### src/rtl/mux_share_sched_pkg.sv
// Shared types and pin map for the four-source time-division output scheduler.
package mux_share_sched_pkg;

    typedef enum logic [1:0] {
        IDLE  = 2'd0,
        GRANT = 2'd1,
        GAP   = 2'd2
    } state_e;

    localparam int unsigned NREQ          = 4;
    localparam int unsigned DATA_LSB      = 0;
    localparam int unsigned REQ_LSB       = 4;
    localparam int unsigned CFG_MODE      = 4;
    localparam int unsigned CFG_LOCK      = 5;
    localparam int unsigned OUT_GRANT_LSB = 1;
    localparam int unsigned OUT_SEL_LSB   = 5;
    localparam int unsigned OUT_BUSY      = 7;
    localparam int unsigned SLOT_W_MAX    = 8;

    // A zero slot length stands for the full 2**w cycles.
    function automatic logic [SLOT_W_MAX:0] slot_load(input logic [SLOT_W_MAX-1:0] len,
                                                      input int unsigned w);
        if (len == '0) begin
            slot_load = {{SLOT_W_MAX{1'b0}}, 1'b1} << w;
        end else begin
            slot_load = {1'b0, len};
        end
    endfunction

endpackage

### src/rtl/mux_share_pick.sv
// Combinational request picker: round-robin after the last owner, or fixed lowest-index priority.
module mux_share_pick
    import mux_share_sched_pkg::*;
(
    input  logic [NREQ-1:0] req_s_i,
    input  logic [1:0]      last_i,
    input  logic            mode_i,
    output logic            valid_o,
    output logic [1:0]      idx_o
);

    logic [1:0] cand;
    logic       found;

    always_comb begin
        valid_o = |req_s_i;
        idx_o   = '0;
        found   = 1'b0;
        cand    = '0;
        for (int unsigned k = 0; k < NREQ; k++) begin
            // Round-robin scans from one past the previous owner, wrapping mod 4.
            cand = mode_i ? 2'(k) : last_i + 2'(k + 1);
            if (!found && req_s_i[cand]) begin
                idx_o = cand;
                found = 1'b1;
            end
        end
    end

endmodule

### src/rtl/mux_share_sched.sv
// Time-division scheduler sharing uo_out[0] among four sources with slot, gap and lock control.
module mux_share_sched
    import mux_share_sched_pkg::*;
#(
    parameter int unsigned SYNC_STAGES = 2,
    parameter int unsigned SLOT_W      = 4
) (
    input  logic       clk,
    input  logic       rst_n,
    input  logic       ena,
    input  logic [7:0] ui_in,
    input  logic [7:0] uio_in,
    output logic [7:0] uo_out,
    output logic [7:0] uio_out,
    output logic [7:0] uio_oe
);

    localparam int unsigned CNT_W = SLOT_W + 1;

    logic [NREQ-1:0]  sync_q [SYNC_STAGES];
    logic [NREQ-1:0]  req_s;
    logic [NREQ-1:0]  data_bits;
    logic             mode;
    logic             lock;
    logic [CNT_W-1:0] slot_ld;
    logic             unused_cfg;

    state_e           state_q, state_d;
    logic [NREQ-1:0]  grant_q, grant_d;
    logic [1:0]       sel_q, sel_d;
    logic [1:0]       last_q, last_d;
    logic [CNT_W-1:0] slot_q, slot_d;
    logic             data_q, data_d;
    logic             busy_q, busy_d;

    logic             pick_valid;
    logic [1:0]       pick_idx;
    logic             grant_end;

    assign data_bits  = ui_in[DATA_LSB +: NREQ];
    assign mode       = uio_in[CFG_MODE];
    assign lock       = uio_in[CFG_LOCK];
    assign slot_ld    = CNT_W'(slot_load(SLOT_W_MAX'(uio_in[SLOT_W-1:0]), SLOT_W));
    assign unused_cfg = ^uio_in[7:6];
    assign req_s      = sync_q[SYNC_STAGES-1];

    always_ff @(posedge clk or negedge rst_n) begin
        if (!rst_n) begin
            for (int unsigned i = 0; i < SYNC_STAGES; i++) sync_q[i] <= '0;
        end else begin
            sync_q[0] <= ui_in[REQ_LSB +: NREQ];
            for (int unsigned i = 1; i < SYNC_STAGES; i++) sync_q[i] <= sync_q[i-1];
        end
    end

    mux_share_pick u_pick (
        .req_s_i (req_s),
        .last_i  (last_q),
        .mode_i  (mode),
        .valid_o (pick_valid),
        .idx_o   (pick_idx)
    );

    // Lock only holds the slot open while the owner keeps requesting.
    assign grant_end = !req_s[sel_q] ||
                       ((slot_q == CNT_W'(1)) && !(lock && req_s[sel_q]));

    always_comb begin
        state_d = state_q;
        grant_d = grant_q;
        sel_d   = sel_q;
        last_d  = last_q;
        slot_d  = slot_q;
        data_d  = data_q;
        case (state_q)
            IDLE, GAP: begin
                grant_d = '0;
                data_d  = 1'b0;
                if (pick_valid) begin
                    state_d = GRANT;
                    grant_d = NREQ'(1) << pick_idx;
                    sel_d   = pick_idx;
                    slot_d  = slot_ld;
                end else begin
                    state_d = IDLE;
                    sel_d   = '0;
                end
            end
            GRANT: begin
                data_d = data_bits[sel_q];
                slot_d = (slot_q > CNT_W'(1)) ? slot_q - CNT_W'(1) : slot_q;
                if (grant_end) begin
                    state_d = GAP;
                    grant_d = '0;
                    data_d  = 1'b0;
                    last_d  = sel_q;
                end
            end
            default: begin
                state_d = IDLE;
                grant_d = '0;
                sel_d   = '0;
                data_d  = 1'b0;
            end
        endcase
        if (!ena) begin
            state_d = IDLE;
            grant_d = '0;
            sel_d   = '0;
            data_d  = 1'b0;
            last_d  = last_q;
            slot_d  = slot_q;
        end
        busy_d = (state_d != IDLE);
    end

    always_ff @(posedge clk or negedge rst_n) begin
        if (!rst_n) begin
            state_q <= IDLE;
            grant_q <= '0;
            sel_q   <= '0;
            last_q  <= 2'(NREQ - 1);
            slot_q  <= '0;
            data_q  <= 1'b0;
            busy_q  <= 1'b0;
        end else begin
            state_q <= state_d;
            grant_q <= grant_d;
            sel_q   <= sel_d;
            last_q  <= last_d;
            slot_q  <= slot_d;
            data_q  <= data_d;
            busy_q  <= busy_d;
        end
    end

    always_comb begin
        uo_out                          = '0;
        uo_out[0]                       = data_q;
        uo_out[OUT_GRANT_LSB +: NREQ]   = grant_q;
        uo_out[OUT_SEL_LSB +: 2]        = sel_q;
        uo_out[OUT_BUSY]                = busy_q;
    end

    assign uio_out = '0;
    assign uio_oe  = '0;

endmodule

### config.mk
export PLATFORM = sky130hd
export DESIGN_NAME = mux_share_sched
export DESIGN_NICKNAME = d
export VERILOG_FILES = /design/src/rtl/mux_share_sched_pkg.sv /design/src/rtl/mux_share_pick.sv /design/src/rtl/mux_share_sched.sv
export SDC_FILE = /design/constraint.sdc
export NUM_CORES = 1
export LEC_CHECK = 0
export CORE_UTILIZATION = 43
export CTS_CLUSTER_DIAMETER = 40
export DETAILED_ROUTE_END_ITERATION = 6
export PLACE_DENSITY = 0.72
export SETUP_SLACK_MARGIN = 0.05
export SLEW_MARGIN = 30
export SYNTH_ARGS = -nofsm -noshare
export SYNTH_HDL_FRONTEND = slang
export SYNTH_SLANG_ARGS = --single-unit
### constraint.sdc
create_clock -name clk -period 1.9 [get_ports clk]
set_input_delay 0.38 -clock clk [delete_from_list [all_inputs] [get_ports clk]]
set_output_delay 0.38 -clock clk [all_outputs]
set_load 0.02 [all_outputs]
==> results of run 1 <==
power by group through the flow:
stage | clock [W] | combinational, W | sequential (W)
4_1_cts | 0.000326 | 0.00149 | 0.000795
2_1_floorplan | 0 | 0.000753 | 0.000816
6_report | 0.000324 | 0.00161 | 0.000807
3_5_place_dp | 0 | 0.00127 | 0.000836
5_1_grt | 0.000349 | 0.00174 | 0.000827
3_3_place_gp | 0 | 0.00123 | 0.000824
per-stage QoR:
step | util, % | total power [W]
floorplan | - | 0.001570
global placement | 59.40 | 0.002059
detailed placement | 59.40 | 0.002105
CTS | 64.81 | 0.002610
global route | 66.99 | 0.002918
finish | 66.99 | 0.002738
kinds of logic (layout without fill, tap and decap cells):
logic type	after synthesis	count (layout)	share of synthesized area [%]
multiplexers	5	5	4.792
flip-flops	25	25	39.43
AO/OA/AOI/OAI	49	49	20.90
AND/OR/NAND/NOR	57	57	20.03
adder cells (fa/ha/maj)	2	2	1.571
buffers and inverters	33	75	13.04
other	1	16	0.2354
cell usage in the layout (no fill, tap or decap), types with 4 or more instances in the layout:
cell | Yosys | final
buf_4 | 19 | 38
clkdlybuf4s50_1 | 0 | 23
dfrtp_1 | 23 | 22
conb_1 | 1 | 16
nor2_1 | 11 | 11
o21ai_0 | 13 | 9
nand2_1 | 9 | 8
a21oi_1 | 8 | 7
inv_1 | 6 | 6
nand2b_1 | 4 | 4
nand3b_1 | 4 | 4
nand3_1 | 4 | 4
metal layers:
metal / global-route usage (%) / vias up
li1: - / 706
met1: 30.96 / 739
met2: 37.90 / 63
met3: 3.102 / 5
met4: 6.977 / 0
met5: 0 / -
layout make-up:
class	count	share of cell area (%)
inverters	6	0.9767
clock buffers	4	1.953
multi-input cells	129	42.70
flip-flops and latches	25	27.29
repair buffers	65	24.58
well taps	46	2.496
final timing paths:
path	start	slack (ns)	endpoint
min in group asynchronous	rst_n	0.47	req_s[2]$_DFF_PN0_
worst min-delay path	sync_q[6]$_DFF_PN0_	0.35	req_s[2]$_DFF_PN0_
worst min register to register	sync_q[6]$_DFF_PN0_	0.35	req_s[2]$_DFF_PN0_
worst max-delay path	last_q[0]$_DFFE_PN1P_	-0.08	grant_q[2]$_DFFE_PN0P_
max in group asynchronous	rst_n	1.13	last_q[0]$_DFFE_PN1P_
worst max register to register	last_q[0]$_DFFE_PN1P_	-0.08	grant_q[2]$_DFFE_PN0P_
registers in the layout, summed over array words and instances (netlist names):
register  cells
slot_q        5
grant_q       4
req_s         4
sync_q        4
last_q        2
sel_q         2
state_q       2
busy_q        1
data_q        1
timing repair:
action,CTS,global route
buffers inserted,5,0
setup endpoints to repair,12,12
gates resized for setup,22,16
endpoints found under the hold margin,0,0
pin swaps,12,1
==> impl_metrics.py, run 1 <==
metrics = {
    "outcome": {
        "outcome": "complete, but fails checks",
        "violations": "setup timing",
    },
    "min_path": {
        "hold_path_class": "flip-flop to flip-flop",
        "min_delay_path_depth": 0,
    },
    "synth": {
        "synth-seq-cells": 25,
        "synth_flop_cell": "dfrtp_1",
        "synth_top_area_cell": "dfrtp_1",
        "synth_top_area_share_pct": 36.14,
        "yosysWarnings": 0,
        "synth-edff-count": 0,
        "synth.most_common_cell": "dfrtp_1",
        "synthCells": 172,
        "async_reset_ff_share_pct": 100.0,
        "synthTopCellsByArea": "dfrtp_1 36%, buf_4 9.0%, o21ai_0 4.1%",
        "netlist_area_um2": 1593,
        "ys_types": 49,
        "synth_commonest_cells": "23 x dfrtp_1, 19 x buf_4, 13 x o21ai_0, 11 x nor2_1, 9 x nand2_1",
        "yosysSeqAreaShare_pct": 39.43,
        "avgSynthCellArea_um2": 9.260,
    },
    "power": {
        "ir_drop_mv": 0.7533,
        "pwr-share-comb_pct": 58.7,
        "p_sw_w": 0.001107,
        "power.internal_w": 0.001631,
        "p_clk_share_pct": 11.8,
        "seqPwrFrac_pct": 29.5,
        "p_leak_nw": 1.004,
        "p_sw_share_pct": 40.44,
        "power.density_nw_per_um2": 1187,
    },
    "setup_path": {
        "cp_top_family": "compound AO/OA/AOI/OAI gates",
        "slowest_stage": "dfstp_2",
        "cp-end-kind": "flip-flop",
        "worst-path-stages": 7,
        "crit_chain": "buf_6 -> or2b_1 -> o22a_1 -> a211oi_2 -> buf_4 -> a31o_4 -> o41ai_2",
        "required_ns": 2.07,
        "worst-path-buf-inv": 2,
        "critical_path_class": "flip-flop to flip-flop",
        "reg2regPathDepth": 7,
        "max_stage_delay_ns": 0.57,
        "critPathArrivalTime_ns": 2.15,
        "startpoint_type": "flip-flop",
        "path_max_fanout": 6,
    },
    "clock_tree": {
        "h-tree-depth": 1,
        "path_clk_slew_ns": 0.09,
        "cts_buffers": 3,
        "hold_buffers": 0,
        "cts_buffer_depth": 2,
        "cts_tree": "done",
        "clkLatencyLatePin_ns": 0.28,
        "cts.sinks": 25,
        "cts_root_buf": "clkbuf_8",
    },
    "detailed_routing": {
        "drt-initial-drc-count": 69,
        "ant_nets": 0,
        "avgRoutedWirePerCell_um": 15.50,
        "drc_errors": 0,
        "wl_met1_um": 1914,
        "viasPerCell": 5.502,
        "dr.pass1.iters": 4,
        "wl_met3_um": 207,
        "dr.max_layer_used": "met4",
        "met2WireLength_um": 2099,
        "wl_um": 4263,
        "dr_total_vias": 1513,
    },
    "sta": {
        "fmax_ghz": 0.5043,
        "holdWs_ns": 0.3547,
        "setup_tns_ns": -0.3071,
        "rsz0062_at_grt": "yes",
        "period_minus_slack_ns": 1.983,
        "period_share_pct": 104.4,
        "setup_viol_count_final": 5,
        "slew_viol_final": 0,
        "fin_ws_ns": -0.08285,
        "finalHoldViolCount": 0,
        "finClkSkew_ns": 0.002346,
    },
    "placement": {
        "dpl-instance-area_um2": 2044,
        "globalplace.congestion": 0.9736,
        "dpl.hpwl_um": 2936,
        "numPlacedInstances": 266,
        "dp_slack_ns": -0.5474,
        "port_buffers": 24,
    },
    "global_routing": {
        "grt_pass1_vias": 1466,
        "grt_max_degree": 26,
        "grt_overflow_total": 0,
        "grt_pass1_wl_um": 7120,
        "grt_usage_pct": 22.97,
        "antenna_found_initial": 0,
    },
    "run": {
        "cap_violations": 0,
    },
    "floorplan": {
        "num_rows": 21,
        "core_um2": 3442,
        "start_util_pct": 46.27,
        "ios": 43,
        "die-area_um2": 3951,
        "die_w_um": 62.86,
        "fp.dieH_um": 62.86,
    },
    "final_layout": {
        "finalNetCount": 251,
        "seq_area_um2": 629.4,
        "area_growth_pct": 44.78,
        "final_area_um2": 2306,
        "fin_cells": 275,
        "drive_above_1_share_pct": 33.62,
        "multi_input_area_um2": 984.7,
        "antenna_cells": 0,
        "nFillCells": 275,
    },
}
Note: power is estimated with default switching activity, not from simulation.
==> run 2, diff against run 1 <==
--- a/config.mk
+++ b/config.mk
@@ -5,6 +5,7 @@
 export SDC_FILE = /design/constraint.sdc
 export NUM_CORES = 1
 export LEC_CHECK = 0
+export CORE_MARGIN = 3
 export CORE_UTILIZATION = 43
 export CTS_CLUSTER_DIAMETER = 40
 export DETAILED_ROUTE_END_ITERATION = 6
==> impl_metrics.py, run 2 (synthesis gave the netlist of run 1 again) <==
metrics = {
    "detailed_routing": {
        "wl_um": 4243,
        "dr_total_vias": 1562,
        "avgRoutedWirePerCell_um": 15.26,
        "drc_errors": 0,
        "drt-initial-drc-count": 74,
        "ant_nets": 0,
        "viasPerCell": 5.619,
        "dr.pass1.iters": 4,
    },
    "power": {
        "power.density_nw_per_um2": 1166,
        "pwr-share-comb_pct": 57.5,
        "power.internal_w": 0.001613,
        "p_sw_share_pct": 40.19,
        "ir_drop_mv": 0.5675,
        "p_leak_nw": 1.016,
        "p_clk_share_pct": 11.7,
        "seqPwrFrac_pct": 30.8,
        "p_sw_w": 0.001084,
    },
    "global_routing": {
        "grt_pass1_vias": 1534,
        "grt_use_met2_pct": 31.81,
        "grt_overflow_total": 0,
        "grt_pass1_wl_um": 6927,
        "grt_use_met1_pct": 28.03,
        "antenna_found_initial": 0,
        "grt_usage_pct": 20.28,
        "grt_busiest_layer": "met2",
        "use_met3_pct": 2.698,
        "grt_max_degree": 26,
    },
    "sta": {
        "period_minus_slack_ns": 2.093,
        "fmax_ghz": 0.4779,
        "setup_tns_ns": -0.9483,
        "setup_viol_count_final": 6,
        "fin_ws_ns": -0.1925,
        "rsz0062_at_grt": "yes",
        "slew_viol_final": 0,
        "finalHoldViolCount": 0,
        "period_share_pct": 110.1,
        "finClkSkew_ns": 0.003067,
        "holdWs_ns": 0.3546,
    },
    "placement": {
        "dpl.hpwl_um": 2877,
        "port_buffers": 24,
        "globalplace.congestion": 0.9554,
        "dp_slack_ns": -0.6658,
    },
    "final_layout": {
        "antenna_cells": 0,
        "finalNetCount": 254,
        "top_register": "slot_q",
        "largest_reg_flops": 5,
        "area_growth_pct": 45.17,
        "drive_above_1_share_pct": 32.33,
        "final_cell_mix": "40 x buf_4, 23 x dfrtp_1, 23 x clkdlybuf4s50_1, 16 x conb_1",
        "layout_commonest_cell": "buf_4",
    },
    "clock_tree": {
        "clkLatencyLatePin_ns": 0.27,
        "path_clk_slew_ns": 0.09,
        "cts_root_buf": "clkbuf_8",
        "h-tree-depth": 1,
        "cts_tree": "done",
        "cts_buffers": 3,
        "hold_buffers": 0,
        "cts_buffer_depth": 2,
        "cts.sinks": 25,
    },
    "setup_path": {
        "critical_path_class": "flip-flop to flip-flop",
        "cp-end-kind": "flip-flop",
        "worst-path-buf-inv": 4,
        "cp_top_family": "flip-flops",
        "slowest_stage": "dfstp_2",
        "startpoint_type": "flip-flop",
        "path_max_fanout": 7,
        "critPathArrivalTime_ns": 2.26,
        "max_stage_delay_ns": 0.63,
        "crit_chain": "buf_12 -> nor2_4 -> buf_6 -> mux2i_4 -> a31oi_4 -> buf_6 -> a211o_1 -> buf_4 -> o41ai_2",
        "required_ns": 2.07,
        "crit_top_cell": "buf_6",
    },
    "floorplan": {
        "core_um2": 3442,
        "fp.dieH_um": 66.86,
        "ios": 43,
        "num_rows": 21,
        "die_w_um": 66.86,
        "die-area_um2": 4470,
        "start_util_pct": 46.27,
    },
    "run": {
        "cap_violations": 0,
    },
    "outcome": {
        "violations": "setup timing",
        "outcome": "complete, but fails checks",
    },
    "min_path": {
        "hold_path_class": "flip-flop to flip-flop",
    },
}
-- run 2: cell types whose count changed in the layout (fill, tap and decap cells not counted), sizes merged --
| cell | delta |
|---|---|
| buf | +3 |
-- run 2: power groups by stage --
stage / registers [W] / clock network [W] / logic, W
2_1_floorplan: 0.000816 / 0 / 0.000753
3_3_place_gp: 0.000835 / 0 / 0.00116
3_5_place_dp: 0.000842 / 0 / 0.00120
4_1_cts: 0.000820 / 0.000319 / 0.00142
5_1_grt: 0.000852 / 0.000348 / 0.00169
6_report: 0.000829 / 0.000317 / 0.00155
-- run 2: worst reg2reg max path: cells and delay by family (launching register included) --
kind                   cells  cell delay, ns
DFF                        1            0.63
buffers and inverters      4            0.56
AOI/OAI and AO/OA          3            0.58
muxes                      1            0.19
and+or+nand+nor            1            0.04
-- run 2: final cells by class --
| class | instances | area [µm²] |
|---|---|---|
| Clock buffer | 4 | 45.04 |
| Fill cell | 262 | 1130 |
| Inverter | 6 | 22.52 |
| Multi-Input combinational cell | 129 | 965.9 |
| Sequential cell | 25 | 628.1 |
| Tap cell | 46 | 57.56 |
| Timing Repair Buffer | 68 | 593.1 |
-- run 2: per-layer routing --
layer | part of all wire (%) | up-vias
met5 | 0 | -
met4 | 2.6 | 0
met3 | 8.5 | 13
met2 | 46 | 80
met1 | 43 | 758
li1 | - | 711
-- run 2: worst paths after layout --
check | startpoint | endpoint | slack, ns | cells after the start
min | sync_q[4]$_DFF_PN0_ | req_s[0]$_DFF_PN0_ | 0.35 | 0
max | last_q[0]$_DFFE_PN1P_ | grant_q[0]$_DFFE_PN0P_ | -0.19 | 9
min reg2reg | sync_q[4]$_DFF_PN0_ | req_s[0]$_DFF_PN0_ | 0.35 | 0
max reg2reg | last_q[0]$_DFFE_PN1P_ | grant_q[0]$_DFFE_PN0P_ | -0.19 | 9
min in group asynchronous | rst_n | busy_q$_DFF_PN0_ | 0.47 | 2
max in group asynchronous | rst_n | last_q[1]$_DFFE_PN1P_ | 1.15 | 2
-- run 2: stage by stage --
step	std cells	power, W	cell area [µm²]	utilization, %
2_1_floorplan	187	0.001570	1659	-
4_1_cts	276	0.002558	2227	64.70
3_3_place_gp	265	0.001994	2024	58.82
6_report	278	0.002697	2312	67.18
3_5_place_dp	265	0.002038	2024	58.82
5_1_grt	278	0.002894	2312	67.18
-- run 2: what timing repair did --
action | 4_1_cts | 5_1_grt
setup buffers | 7 | 2
resized for setup | 18 | 14
hold endpoints to repair | 0 | 0
pin swaps | 6 | 2
endpoints found under the setup margin | 11 | 14
==> run 3, diff against run 2 <==
--- a/config.mk
+++ b/config.mk
@@ -9,6 +9,7 @@
 export CORE_UTILIZATION = 43
 export CTS_CLUSTER_DIAMETER = 40
 export DETAILED_ROUTE_END_ITERATION = 6
+export MAX_ROUTING_LAYER = met4
 export PLACE_DENSITY = 0.72
 export SETUP_SLACK_MARGIN = 0.05
 export SLEW_MARGIN = 30
==> impl_metrics.py, run 3 (synthesis gave the netlist of run 1 again) <==
metrics = {
    "outcome": {
        "outcome": "complete, but fails checks",
        "violations": "setup timing",
    },
    "power": {
        "ir_drop_mv": 0.6244,
        "p_clk_share_pct": 12.1,
        "pwr-share-comb_pct": 56.0,
        "power.internal_w": 0.001548,
        "p_leak_nw": 0.9723,
        "total_power_w": 0.002597,
        "power.density_nw_per_um2": 1173,
        "p_sw_share_pct": 40.37,
        "seqPwrFrac_pct": 31.9,
        "p_sw_w": 0.001048,
    },
    "global_routing": {
        "grt_usage_pct": 19.82,
        "grt_overflow_total": 0,
        "grt_pass1_wl_um": 6679,
        "grt_pass1_vias": 1459,
        "grt_max_degree": 26,
        "antenna_found_initial": 0,
    },
    "clock_tree": {
        "cts_buffers": 3,
        "path_clk_slew_ns": 0.09,
        "cts.sinks": 25,
        "clkLatencyLatePin_ns": 0.26,
        "hold_buffers": 0,
        "cts_tree": "done",
        "cts_root_buf": "clkbuf_8",
        "h-tree-depth": 1,
        "cts_buffer_depth": 2,
    },
    "detailed_routing": {
        "dr.pass1.iters": 4,
        "viasPerCell": 5.452,
        "dr_total_vias": 1472,
        "avgRoutedWirePerCell_um": 14.78,
        "ant_nets": 0,
        "wl_um": 3991,
        "drt-initial-drc-count": 120,
        "drc_errors": 0,
    },
    "sta": {
        "finClkSkew_ns": 0.002271,
        "period_share_pct": 108.0,
        "slew_viol_final": 0,
        "tightest_slew_ns": 0.5186,
        "slew_headroom_pct": 65.19,
        "fmax_ghz": 0.4875,
        "period_minus_slack_ns": 2.051,
        "setup_viol_count_final": 6,
        "fin_ws_ns": -0.1514,
        "rsz0062_at_grt": "yes",
        "finalHoldViolCount": 0,
    },
    "setup_path": {
        "critPathArrivalTime_ns": 2.22,
        "startpoint_type": "flip-flop",
        "path_max_fanout": 6,
        "critical_path_class": "flip-flop to flip-flop",
        "r2r_end": "grant_q[2]$_DFFE_PN0P_",
        "ff2ff_setup_slack_ns": -0.15,
        "cp-end-kind": "flip-flop",
        "reg2regPathDepth": 7,
        "r2r_start": "last_q[0]$_DFFE_PN1P_",
        "required_ns": 2.07,
    },
    "final_layout": {
        "antenna_cells": 0,
        "area_growth_pct": 39.04,
        "fin_util_pct": 64.34,
        "layout_commonest_cell": "buf_4",
        "finalNetCount": 246,
        "top_register": "slot_q",
        "drive_above_1_share_pct": 28.13,
        "fin_cells": 270,
        "final_cell_mix": "35 x buf_4, 23 x dfrtp_1, 23 x clkdlybuf4s50_1, 16 x conb_1, 11 x nor2_1",
        "largest_reg_flops": 5,
    },
    "min_path": {
        "holdCritStartpoint": "sync_q[6]$_DFF_PN0_",
        "hold_path_class": "flip-flop to flip-flop",
        "min_to": "req_s[2]$_DFF_PN0_",
        "min_delay_path_depth": 0,
    },
    "placement": {
        "globalplace.congestion": 0.9477,
        "port_buffers": 24,
        "numPlacedInstances": 262,
        "dpl.hpwl_um": 2846,
    },
    "floorplan": {
        "start_util_pct": 46.27,
        "fp.dieH_um": 66.86,
        "num_rows": 21,
        "ios": 43,
        "die-area_um2": 4470,
        "die_w_um": 66.86,
        "core_um2": 3442,
    },
    "run": {
        "cap_violations": 0,
    },
}
[run 3: worst max-delay path by stage]
| stage | start | to | slack, ns |
|---|---|---|---|
| after floorplan | last_q[1]$_DFFE_PN1P_ | grant_q[3]$_DFFE_PN0P_ | 0.006 |
| after global placement | uio_in[4] | grant_q[1]$_DFFE_PN0P_ | -0.61 |
| after detailed placement | uio_in[4] | grant_q[2]$_DFFE_PN0P_ | -0.72 |
| after CTS | last_q[0]$_DFFE_PN1P_ | grant_q[2]$_DFFE_PN0P_ | -0.13 |
| after global routing | last_q[1]$_DFFE_PN1P_ | grant_q[1]$_DFFE_PN0P_ | -0.25 |
| final | last_q[0]$_DFFE_PN1P_ | grant_q[2]$_DFFE_PN0P_ | -0.15 |
[run 3: repair_timing]
item,CTS,global route
setup endpoints to repair,11,13
setup buffers,4,0
resized for setup,15,10
pin swaps,7,2
[run 3: stage by stage]
step	setup TNS [ns]	instance area (µm²)	setup WS, ns	hold WS [ns]
2_1_floorplan	0	1659	0.005686	0.08441
3_3_place_gp	-3.346	2002	-0.6142	0.3331
3_5_place_dp	-4.092	2002	-0.7204	0.3355
4_1_cts	-0.5414	2166	-0.1279	0.3552
5_1_grt	-1.272	2215	-0.2496	0.3576
6_report	-0.6785	2215	-0.1514	0.3539
[run 3: power groups by stage]
stage               sequential (W)  clock (W)  combinational (W)
floorplan                 0.000816          0           0.000753
global placement          0.000839          0            0.00114
detailed placement        0.000845          0            0.00117
CTS                       0.000815   0.000315            0.00136
global route              0.000848   0.000350            0.00160
finish                    0.000828   0.000315            0.00145
[run 3: routing by layer]
layer  routed length, µm  vias up  share of wire, %  global-route usage [%]
met5                   0        -                 0                       -
li1                    -      699                 -                       -
met4                  68        0               1.7                   6.076
met2                1875       62                47                   31.56
met3                 250       13               6.3                   2.867
met1                1797      698                45                   26.19
[run 3: final cells by class]
type | count | area, µm²
Timing Repair Buffer | 60 | 524.3
Sequential cell | 25 | 628.1
Multi-Input combinational cell | 129 | 937.1
Fill cell | 279 | 1227
Inverter | 6 | 22.52
Tap cell | 46 | 57.56
Clock buffer | 4 | 45.04
[run 3: critical path, stage by stage, from the launching register on]
cell and delay (ns):
dfstp_2 0.61, buf_4 0.16, mux2i_4 0.24, nand2_2 0.11, and3b_1 0.27, nor4_2 0.06
buf_4 0.16, o41ai_4 0.34
